File: config.mk
export PLATFORM = sky130hd
export DESIGN_NAME = risc_encode_flat
export DESIGN_NICKNAME = d
export VERILOG_FILES = /design/src/rtl/risc_encode_if.sv /design/src/rtl/risc_encode.sv /design/src/flat_wrapper.sv
export SDC_FILE = /design/constraint.sdc
export NUM_CORES = 1
export LEC_CHECK = 0
export ABC_AREA = 1
export CAP_MARGIN = 0
export CORE_ASPECT_RATIO = 0.75
export CORE_UTILIZATION = 50
export CTS_CLUSTER_DIAMETER = 120
export CTS_CLUSTER_SIZE = 8
export DETAILED_ROUTE_END_ITERATION = 6
export GPL_TIMING_DRIVEN = 0
export PLACE_DENSITY = 0.71
export SLEW_MARGIN = 20
export SYNTH_ARGS = -nofsm -noshare
export SYNTH_HDL_FRONTEND = slang
export SYNTH_SLANG_ARGS = --single-unit
export TNS_END_PERCENT = 50
File: constraint.sdc
create_clock -name clk -period 3.24 [get_ports clk]
set_input_delay 0.648 -clock clk [delete_from_list [all_inputs] [get_ports clk]]
set_output_delay 0.648 -clock clk [all_outputs]
set_load 0.005 [all_outputs]
File: src/rtl/risc_encode_if.sv
// Handshake bundle for the instruction encoder: field-set input side,
// encoded-word output side and the illegal-opcode status.
//
// Both sides use valid/ready: a transfer happens on a rising edge where
// valid and ready are both high; a source holds its payload stable while
// valid is high and ready is low, and ready never depends on valid.
interface risc_encode_if #(
    parameter int ADDR_W = 8
);
    logic              in_valid;
    logic              in_ready;
    logic [3:0]        in_opcode;
    logic [2:0]        in_opnda;
    logic [2:0]        in_opndb;
    logic [2:0]        in_dst;
    logic              out_valid;
    logic              out_ready;
    logic [12:0]       out_instr;
    logic [ADDR_W-1:0] out_addr;
    logic              err;
    logic [7:0]        err_cnt;

    // Producer of field sets / consumer of encoded words.
    modport master (
        output in_valid, in_opcode, in_opnda, in_opndb, in_dst, out_ready,
        input  in_ready, out_valid, out_instr, out_addr, err, err_cnt
    );

    // The encoder itself.
    modport slave (
        input  in_valid, in_opcode, in_opnda, in_opndb, in_dst, out_ready,
        output in_ready, out_valid, out_instr, out_addr, err, err_cnt
    );
endinterface

File: src/rtl/risc_encode.sv
// Instruction encoder for the 13-bit RISC datapath. Field sets are
// canonicalized per opcode class, packed as {opcode, opnda, opndb, dst},
// queued in a small FIFO and drained with an auto-incrementing memory
// write address. Opcode 14 is illegal: it is dropped and counted.
module risc_encode #(
    parameter int DEPTH  = 4,
    parameter int ADDR_W = 8
) (
    input  logic         clk,
    input  logic         rst,
    risc_encode_if.slave bus
);
    localparam int PTR_W = (DEPTH > 1) ? $clog2(DEPTH) : 1;
    localparam int CNT_W = PTR_W + 1;
    localparam logic [CNT_W-1:0] FULL_CNT = CNT_W'(DEPTH);
    localparam logic [3:0] OP_ILLEGAL = 4'd14;

    logic [12:0]       mem_q [DEPTH];
    logic [PTR_W-1:0]  wr_ptr_q, wr_ptr_d;
    logic [PTR_W-1:0]  rd_ptr_q, rd_ptr_d;
    logic [CNT_W-1:0]  count_q, count_d;
    logic [ADDR_W-1:0] wa_q, wa_d;
    logic              err_q, err_d;
    logic [7:0]        err_cnt_q, err_cnt_d;

    logic        in_ready;
    logic        out_valid;
    logic        accept;
    logic        illegal;
    logic        push;
    logic        pop;
    logic [12:0] word;

    // Ready/valid come from the registered count only, so a pop in the
    // same cycle never lets an extra word in.
    assign in_ready  = (count_q != FULL_CNT);
    assign out_valid = (count_q != '0);
    assign accept    = bus.in_valid && in_ready;
    assign illegal   = (bus.in_opcode == OP_ILLEGAL);
    assign push      = accept && !illegal;
    assign pop       = out_valid && bus.out_ready;

    // Canonicalize fields by opcode class and pack the instruction word.
    always_comb begin
        word = {bus.in_opcode, bus.in_opnda, bus.in_opndb, bus.in_dst};
        unique case (bus.in_opcode)
            4'd0:                          word[8:0] = 9'd0;  // nop
            4'd1, 4'd2, 4'd3, 4'd4, 4'd5:  ;                  // binary
            4'd15:                         word[2:0] = 3'd0;  // st
            default:                       word[5:3] = 3'd0;  // unary (and illegal, never stored)
        endcase
    end

    // Next-state for pointers, occupancy, write address and error status.
    always_comb begin
        wr_ptr_d  = push ? wr_ptr_q + 1'b1 : wr_ptr_q;
        rd_ptr_d  = pop  ? rd_ptr_q + 1'b1 : rd_ptr_q;
        wa_d      = pop  ? wa_q + 1'b1     : wa_q;
        count_d   = count_q;
        if (push && !pop) begin
            count_d = count_q + 1'b1;
        end else if (!push && pop) begin
            count_d = count_q - 1'b1;
        end
        err_d     = err_q;
        err_cnt_d = err_cnt_q;
        if (accept && illegal) begin
            err_d = 1'b1;
            if (err_cnt_q != 8'hff) begin
                err_cnt_d = err_cnt_q + 8'd1;
            end
        end
    end

    // Register state; reset flushes the FIFO and wins over any handshake.
    always_ff @(posedge clk) begin
        if (rst) begin
            wr_ptr_q  <= '0;
            rd_ptr_q  <= '0;
            count_q   <= '0;
            wa_q      <= '0;
            err_q     <= 1'b0;
            err_cnt_q <= 8'd0;
            for (int i = 0; i < DEPTH; i++) begin
                mem_q[i] <= 13'd0;
            end
        end else begin
            wr_ptr_q  <= wr_ptr_d;
            rd_ptr_q  <= rd_ptr_d;
            count_q   <= count_d;
            wa_q      <= wa_d;
            err_q     <= err_d;
            err_cnt_q <= err_cnt_d;
            if (push) begin
                mem_q[wr_ptr_q] <= word;
            end
        end
    end

    assign bus.in_ready  = in_ready;
    assign bus.out_valid = out_valid;
    assign bus.out_instr = mem_q[rd_ptr_q];
    assign bus.out_addr  = wa_q;
    assign bus.err       = err_q;
    assign bus.err_cnt   = err_cnt_q;
endmodule
File: src/flat_wrapper.sv
// flat-port wrapper written by rule: the top's interface ports become plain ports
module risc_encode_flat 
#(
    parameter int DEPTH  = 4,
    parameter int ADDR_W = 8
)
  (clk, rst, bus_in_valid, bus_in_opcode, bus_in_opnda, bus_in_opndb, bus_in_dst, bus_out_ready, bus_in_ready, bus_out_valid, bus_out_instr, bus_out_addr, bus_err, bus_err_cnt);
  risc_encode_if #(.ADDR_W(ADDR_W)) bus_i ();
  input  logic clk;
  input  logic rst;
  input wire logic [$bits(bus_i.in_valid)-1:0] bus_in_valid;
  input wire logic [$bits(bus_i.in_opcode)-1:0] bus_in_opcode;
  input wire logic [$bits(bus_i.in_opnda)-1:0] bus_in_opnda;
  input wire logic [$bits(bus_i.in_opndb)-1:0] bus_in_opndb;
  input wire logic [$bits(bus_i.in_dst)-1:0] bus_in_dst;
  input wire logic [$bits(bus_i.out_ready)-1:0] bus_out_ready;
  output wire logic [$bits(bus_i.in_ready)-1:0] bus_in_ready;
  output wire logic [$bits(bus_i.out_valid)-1:0] bus_out_valid;
  output wire logic [$bits(bus_i.out_instr)-1:0] bus_out_instr;
  output wire logic [$bits(bus_i.out_addr)-1:0] bus_out_addr;
  output wire logic [$bits(bus_i.err)-1:0] bus_err;
  output wire logic [$bits(bus_i.err_cnt)-1:0] bus_err_cnt;
  assign bus_i.in_valid = bus_in_valid;
  assign bus_i.in_opcode = bus_in_opcode;
  assign bus_i.in_opnda = bus_in_opnda;
  assign bus_i.in_opndb = bus_in_opndb;
  assign bus_i.in_dst = bus_in_dst;
  assign bus_i.out_ready = bus_out_ready;
  assign bus_in_ready = bus_i.in_ready;
  assign bus_out_valid = bus_i.out_valid;
  assign bus_out_instr = bus_i.out_instr;
  assign bus_out_addr = bus_i.out_addr;
  assign bus_err = bus_i.err;
  assign bus_err_cnt = bus_i.err_cnt;
  risc_encode #(.DEPTH(DEPTH), .ADDR_W(ADDR_W)) u_core (.clk(clk), .rst(rst), .bus(bus_i));
endmodule
==> run summary, run 1 <==
DRT Pass-1 Iters: 5
Die ar.: 7754 µm²
Post-synth EDFFs: 52
most frequent cells in the layout: nor2_1 (84), nand2_1 (73), edfxtp_1 (52), clkdlybuf4s50_1 (48), o21ai_0 (36)
share of cells above drive strength 1: 10.27%
min Tclk post-route: 2894 ps
fin util: 64.83%
n_diodes: 0
TritonCTS buffer count: 9
CTS root buffer: clkbuf_8
WL per Instance: 15.03 µm
H-tree depth: 3
Pwr per Cell Area: 627.7 nW/µm²
CP startpoint kind: register
status: finished clean
fmax: 0.3456 GHz
commonest non-fill, non-tap cell in the layout: nor2_1
post-synthesis cell count: 412
Cells after DPL: 559
Worst Skew: 8.627 ps
critical path's top delay family: buffers and inverters
Yosys top cell area share: 42.19%
Die Y: 76.51 µm
# IOs: 49
number of synthesized register bits: 78
CTS max path bufs: 2
Critical Path RT: 2590 ps
chip width: 101.3 µm
min-delay worst type: register to register
Design Power: 2846 µW
TritonCTS clock tree: built
max cap viols: 0
Post-CTS Setup Inserts: 0
clock tree sinks: 78
final wirelength: 8.644 mm
critical path's slowest cell: clkdlybuf4s50_1
initial antenna violation count: 0
endpoints failing hold: 0
first-pass GRT wire length: 13.94 mm
clk slew on worst S/H paths: 80 ps
initial core utilization: 52.92%
GRT Total Usage: 24.42%
core area: 6994 µm²
WP buf/inv: 3
crit end category: primary output
Antenna Violating Nets Remaining: 0
unrepaired setup endpoints after global routing: no
total grt overflow: 0
Netlist cell types: 30
peak supply drop: 426.2 µV
Detail Placement HPWL: 6.085 mm
syn nets: 433
Slew HR: 53.63%
Async SR Flop Fraction: 0%
synthesized area: 3701 µm²
Critical Path Max Stage Delay: 540 ps
YS warnings: 0
Slew Viols, Final: 0
Main synth FF type: edfxtp_1
DR iter-0 viols: 228
CP Class: register to primary output
ranking of synthesized cells by area: edfxtp_1 (42%), dfxtp_1 (14%), nor2_1 (8.5%)
worst-path cell chain: buf_2 > clkbuf_1 > nor2_1 > o22ai_1 > clkdlybuf4s50_1
Seq/Total Area, Yosys: 56.25%
Nets: 493
cell taking the most area after synthesis: edfxtp_1
DRC Markers: 0
Max Fanout on Critical Path: 10
leak pwr: 0.001759 µW
port bufs: 48
gp weighted congestion: 0.8142
via count: 3058
fin crit share: 89.32%
Cell Rows: 26
number of vias per cell: 5.318
largest net degree at the start of global routing: 14
Hold Buf Count CTS: 0
vias in the first global route: 2767
setup violators final: 0
Final Non-Filler Cells: 575
Clock Latency Late Sink: 360 ps
CP arrival: 2250 ps
hold_ws: 491.6 ps
syn_area_per_cell: 8.983 µm²
Slew @ Worst Pin: 693.9 ps
Layout area overhead: 22.52%
post-cts resize count: 0
==> tightest hold or removal path, delay by kind of cell, from the launching register on <==
| family | cells | cell delay, ps |
|---|---|---|
| and+or+nand+nor | 2 | 120 |
| DFF | 1 | 340 |
==> Yosys cell counts, types with 3 or more instances <==
cell,n
a21oi_1,18
buf_2,4
buf_6,3
clkbuf_1,6
dfxtp_1,26
edfxtp_1,52
ha_1,3
inv_1,32
nand2_1,73
nand2_2,3
nand2_4,3
nand3_1,12
nand3b_1,3
nand4_1,3
nor2_1,84
nor2_2,10
nor2_4,4
nor3_1,10
o21ai_0,37
o22ai_1,13
xor2_1,4
==> sequential cells by signal, summed over array words and instances, names as in the netlist, named ones only <==
signal / count
u_core.bus.err: 1
u_core.bus.err_cnt: 8
u_core.bus.out_addr: 8
u_core.count_q: 3
u_core.mem_q: 52
u_core.rd_ptr_q: 2
u_core.wr_ptr_q: 2
==> cell type report <==
class                      instances  area (µm²)
fill                             619        2460
buffer                            14       83.83
timing repair buffer              49       491.7
inverter                          33       123.9
clock buffer                      11       131.4
sequential                        78        2082
multi-input combinational        287        1415
tap                               98       122.6
clock inverter                     5       83.83
==> cells by family (layout without fill, tap and decap cells) <==
| family | Yosys count | after routing | synth area share, % |
|---|---|---|---|
| simple gates | 207 | 207 | 25.08 |
| xor+xnor | 4 | 4 | 0.9465 |
| flops | 78 | 78 | 56.25 |
| fa+ha+maj | 4 | 4 | 1.555 |
| compound gates | 72 | 72 | 10.55 |
| buf+inv | 47 | 112 | 5.612 |
==> where the power goes <==
part           switching [µW]  internal (µW)
Clock                     367            436
Sequential               60.2           1170
Combinational             455            359
Total                     882           1960
==> final timing paths <==
| kind | start | endpoint | slack (ps) | depth (start not counted) |
|---|---|---|---|---|
| worst min-delay path | u_core.bus.err$_SDFFE_PP0P_ | u_core.bus.err$_SDFFE_PP0P_ | 490 | 2 |
| worst min register to register | u_core.bus.err$_SDFFE_PP0P_ | u_core.bus.err$_SDFFE_PP0P_ | 490 | 2 |
| worst max-delay path | register | bus_out_instr[1] | 350 | 5 |
| worst max register to register | u_core.count_q[0]$_SDFFE_PP0P_ | u_core.mem_q[0][8]$_SDFFCE_PN0P_ | 1090 | 7 |
==> stage by stage <==
step | setup TNS, ps | instance area [µm²] | worst slack, ps
detailed placement | 0 | 4319 | 255.1
floorplan | 0 | 3701 | 976.8
CTS | 0 | 4534 | 368.2
global route | 0 | 4534 | 235.2
finish | 0 | 4534 | 346.1
global placement | -4148 | 4304 | -320.0
==> routing by layer <==
| layer | GRT usage (%) | share of wire [%] | vias to the layer above |
|---|---|---|---|
| li1 | - | - | 1500 |
| met1 | 35.23 | 46 | 1436 |
| met2 | 35.58 | 45 | 110 |
| met3 | 6.606 | 7.9 | 12 |
| met4 | 7.971 | 1.3 | 0 |
| met5 | 0 | 0 | - |
(Power assumes the default switching activity.)
==> run 2, diff against run 1 <==
Settings changed: CTS_CLUSTER_DIAMETER 120 to default.
==> results of run 2 <==
Same layout as run 1: the final DEF is identical, and so are final timing and power.
==> run 3, diff against run 2 <==
Settings changed: CORE_UTILIZATION 50 to 59, HOLD_SLACK_MARGIN from default to 0.03, PLACE_DENSITY 0.71 to 0.83, SLEW_MARGIN 20 to default.
==> run 3 against run 2 <==
Compared with the run above:
- clock skew shrank 1.6 ps
- die area shrank 15%
- clock power shrank 12%
- worst setup slack lost 27 ps
- routed wire length grew 2.7%
- register-to-register slack is essentially flat
- sequential power is essentially flat
- utilization grew 11 points
- fmax shrank 0.91%
- clock-buffer cell count grew 3
- largest cell class unchanged
==> run summary, run 3 (synthesis gave the netlist of run 1 again) <==
# fillers: 411
Critical Path RT: 2590 ps
post-cts resize count: 0
Hold Buf Count CTS: 0
unrepaired setup endpoints after global routing: no
Slew Viols, Final: 0
WL per Instance: 16.00 µm
Slew HR: 54.84%
DP Worst Slack: 341.8 ps
Post-CTS Setup Inserts: 0
Nets: 493
CTS root buffer: clkbuf_8
Detail Placement HPWL: 6.034 mm
gp weighted congestion: 0.8882
Max Fanout on Critical Path: 10
clk slew on worst S/H paths: 80 ps
port bufs: 48
fmax: 0.3424 GHz
CP arrival: 2270 ps
Cell Rows: 24
setup violators final: 0
min Tclk post-route: 2920 ps
H-tree depth: 3
commonest non-fill, non-tap cell in the layout: nor2_1
core area: 5916 µm²
max cap viols: 0
TritonCTS clock tree: built
Slew @ Worst Pin: 675.8 ps
initial core utilization: 62.56%
peak supply drop: 298.1 µV
CP startpoint kind: register
hold_ws: 489.3 ps
DR iter-0 viols: 257
number of vias per cell: 5.739
CP Class: register to primary output
most frequent cells in the layout: nor2_1 (84), nand2_1 (73), edfxtp_1 (52), clkdlybuf4s50_1 (48), o21ai_0 (36)
crit end category: primary output
Cell Area, Placed: 4290 µm²
DRC Markers: 0
first-pass GRT wire length: 14.18 mm
n_diodes: 0
total grt overflow: 0
fin crit share: 90.14%
leak pwr: 0.001757 µW
chip width: 93.46 µm
GRT Total Usage: 29.00%
Largest Register: u_core.mem_q
Layout area overhead: 21.23%
vias in the first global route: 2940
final wirelength: 8.878 mm
Non-Filler Cell Area, Final: 4487 µm²
via count: 3185
Worst Skew: 7.062 ps
Die Y: 70.59 µm
CTS max path bufs: 2
min-delay worst type: register to register
Clock Latency Late Sink: 340 ps
FF+latch area: 2082 µm²
initial antenna violation count: 0
Pwr per Cell Area: 617.3 nW/µm²
max FFs per register: 52
largest net degree at the start of global routing: 14
status: finished clean
endpoints failing hold: 0
clock tree sinks: 78
Die ar.: 6597 µm²
TritonCTS buffer count: 9
setup ws final: 319.5 ps
# IOs: 49
DRT Pass-1 Iters: 5
area of the multi-input gates: 1411 µm²
share of cells above drive strength 1: 9.853%
Antenna Violating Nets Remaining: 0
run 3: cell types whose count changed in the layout (fill, tap and decap cells not counted), sizes merged:
cell,change
clkbuf,+3
bufinv,-2
clkinvlp,-2
inv,+1
run 3: critical path, stage by stage, from the launching register on:
cell and delay (ps):
dfxtp_1 310, buf_2 190, clkbuf_1 460, o21ai_0 190, o22ai_1 230, clkdlybuf4s50_1 550
run 3: final cells by class:
cell class,instances,share of cell area [%]
Inverter,33,2.761
Buffer,14,1.868
Tap cell,78,2.175
Timing Repair Buffer,49,10.96
Clock buffer,14,4.099
Multi-Input combinational cell,287,31.46
Clock inverter,2,0.2789
Sequential cell,78,46.40
run 3: worst paths after layout:
kind,from,endpoint,slack [ps],cells after the start
max,register,bus_out_instr[4],320,5
min,u_core.bus.err$_SDFFE_PP0P_,u_core.bus.err$_SDFFE_PP0P_,490,2
min reg2reg,u_core.bus.err$_SDFFE_PP0P_,u_core.bus.err$_SDFFE_PP0P_,490,2
max reg2reg,u_core.count_q[0]$_SDFFE_PP0P_,u_core.mem_q[0][6]$_SDFFCE_PN0P_,1090,7
run 3: where the power goes:
part	leakage [µW]	total, µW	internal (µW)	switching [µW]
sequential	0.000751	1230	1170	62.7
clock	0.0000999	708	368	340
combinational	0.000906	829	360	469
run 3: stage by stage:
| stage | TNS, ps | total power, µW | cells | util [%] |
|---|---|---|---|---|
| finish | 0 | 2770 | 555 | 75.85 |
| global route | 0 | 2897 | 555 | 75.85 |
| CTS | 0 | 2761 | 555 | 75.85 |
| detailed placement | 0 | 2063 | 539 | 72.53 |
| global placement | -4294 | 2026 | 538 | 72.34 |
| floorplan | 0 | 1679 | 412 | - |
run 3: per-layer routing:
layer / vias to the layer above / GRT usage, % / wire length, µm
met4: 0 / 6.838 / 72
met5: - / 0 / 0
li1: 1506 / - / -
met2: 152 / 45.67 / 4082
met1: 1516 / 41.16 / 3925
met3: 11 / 7.097 / 797
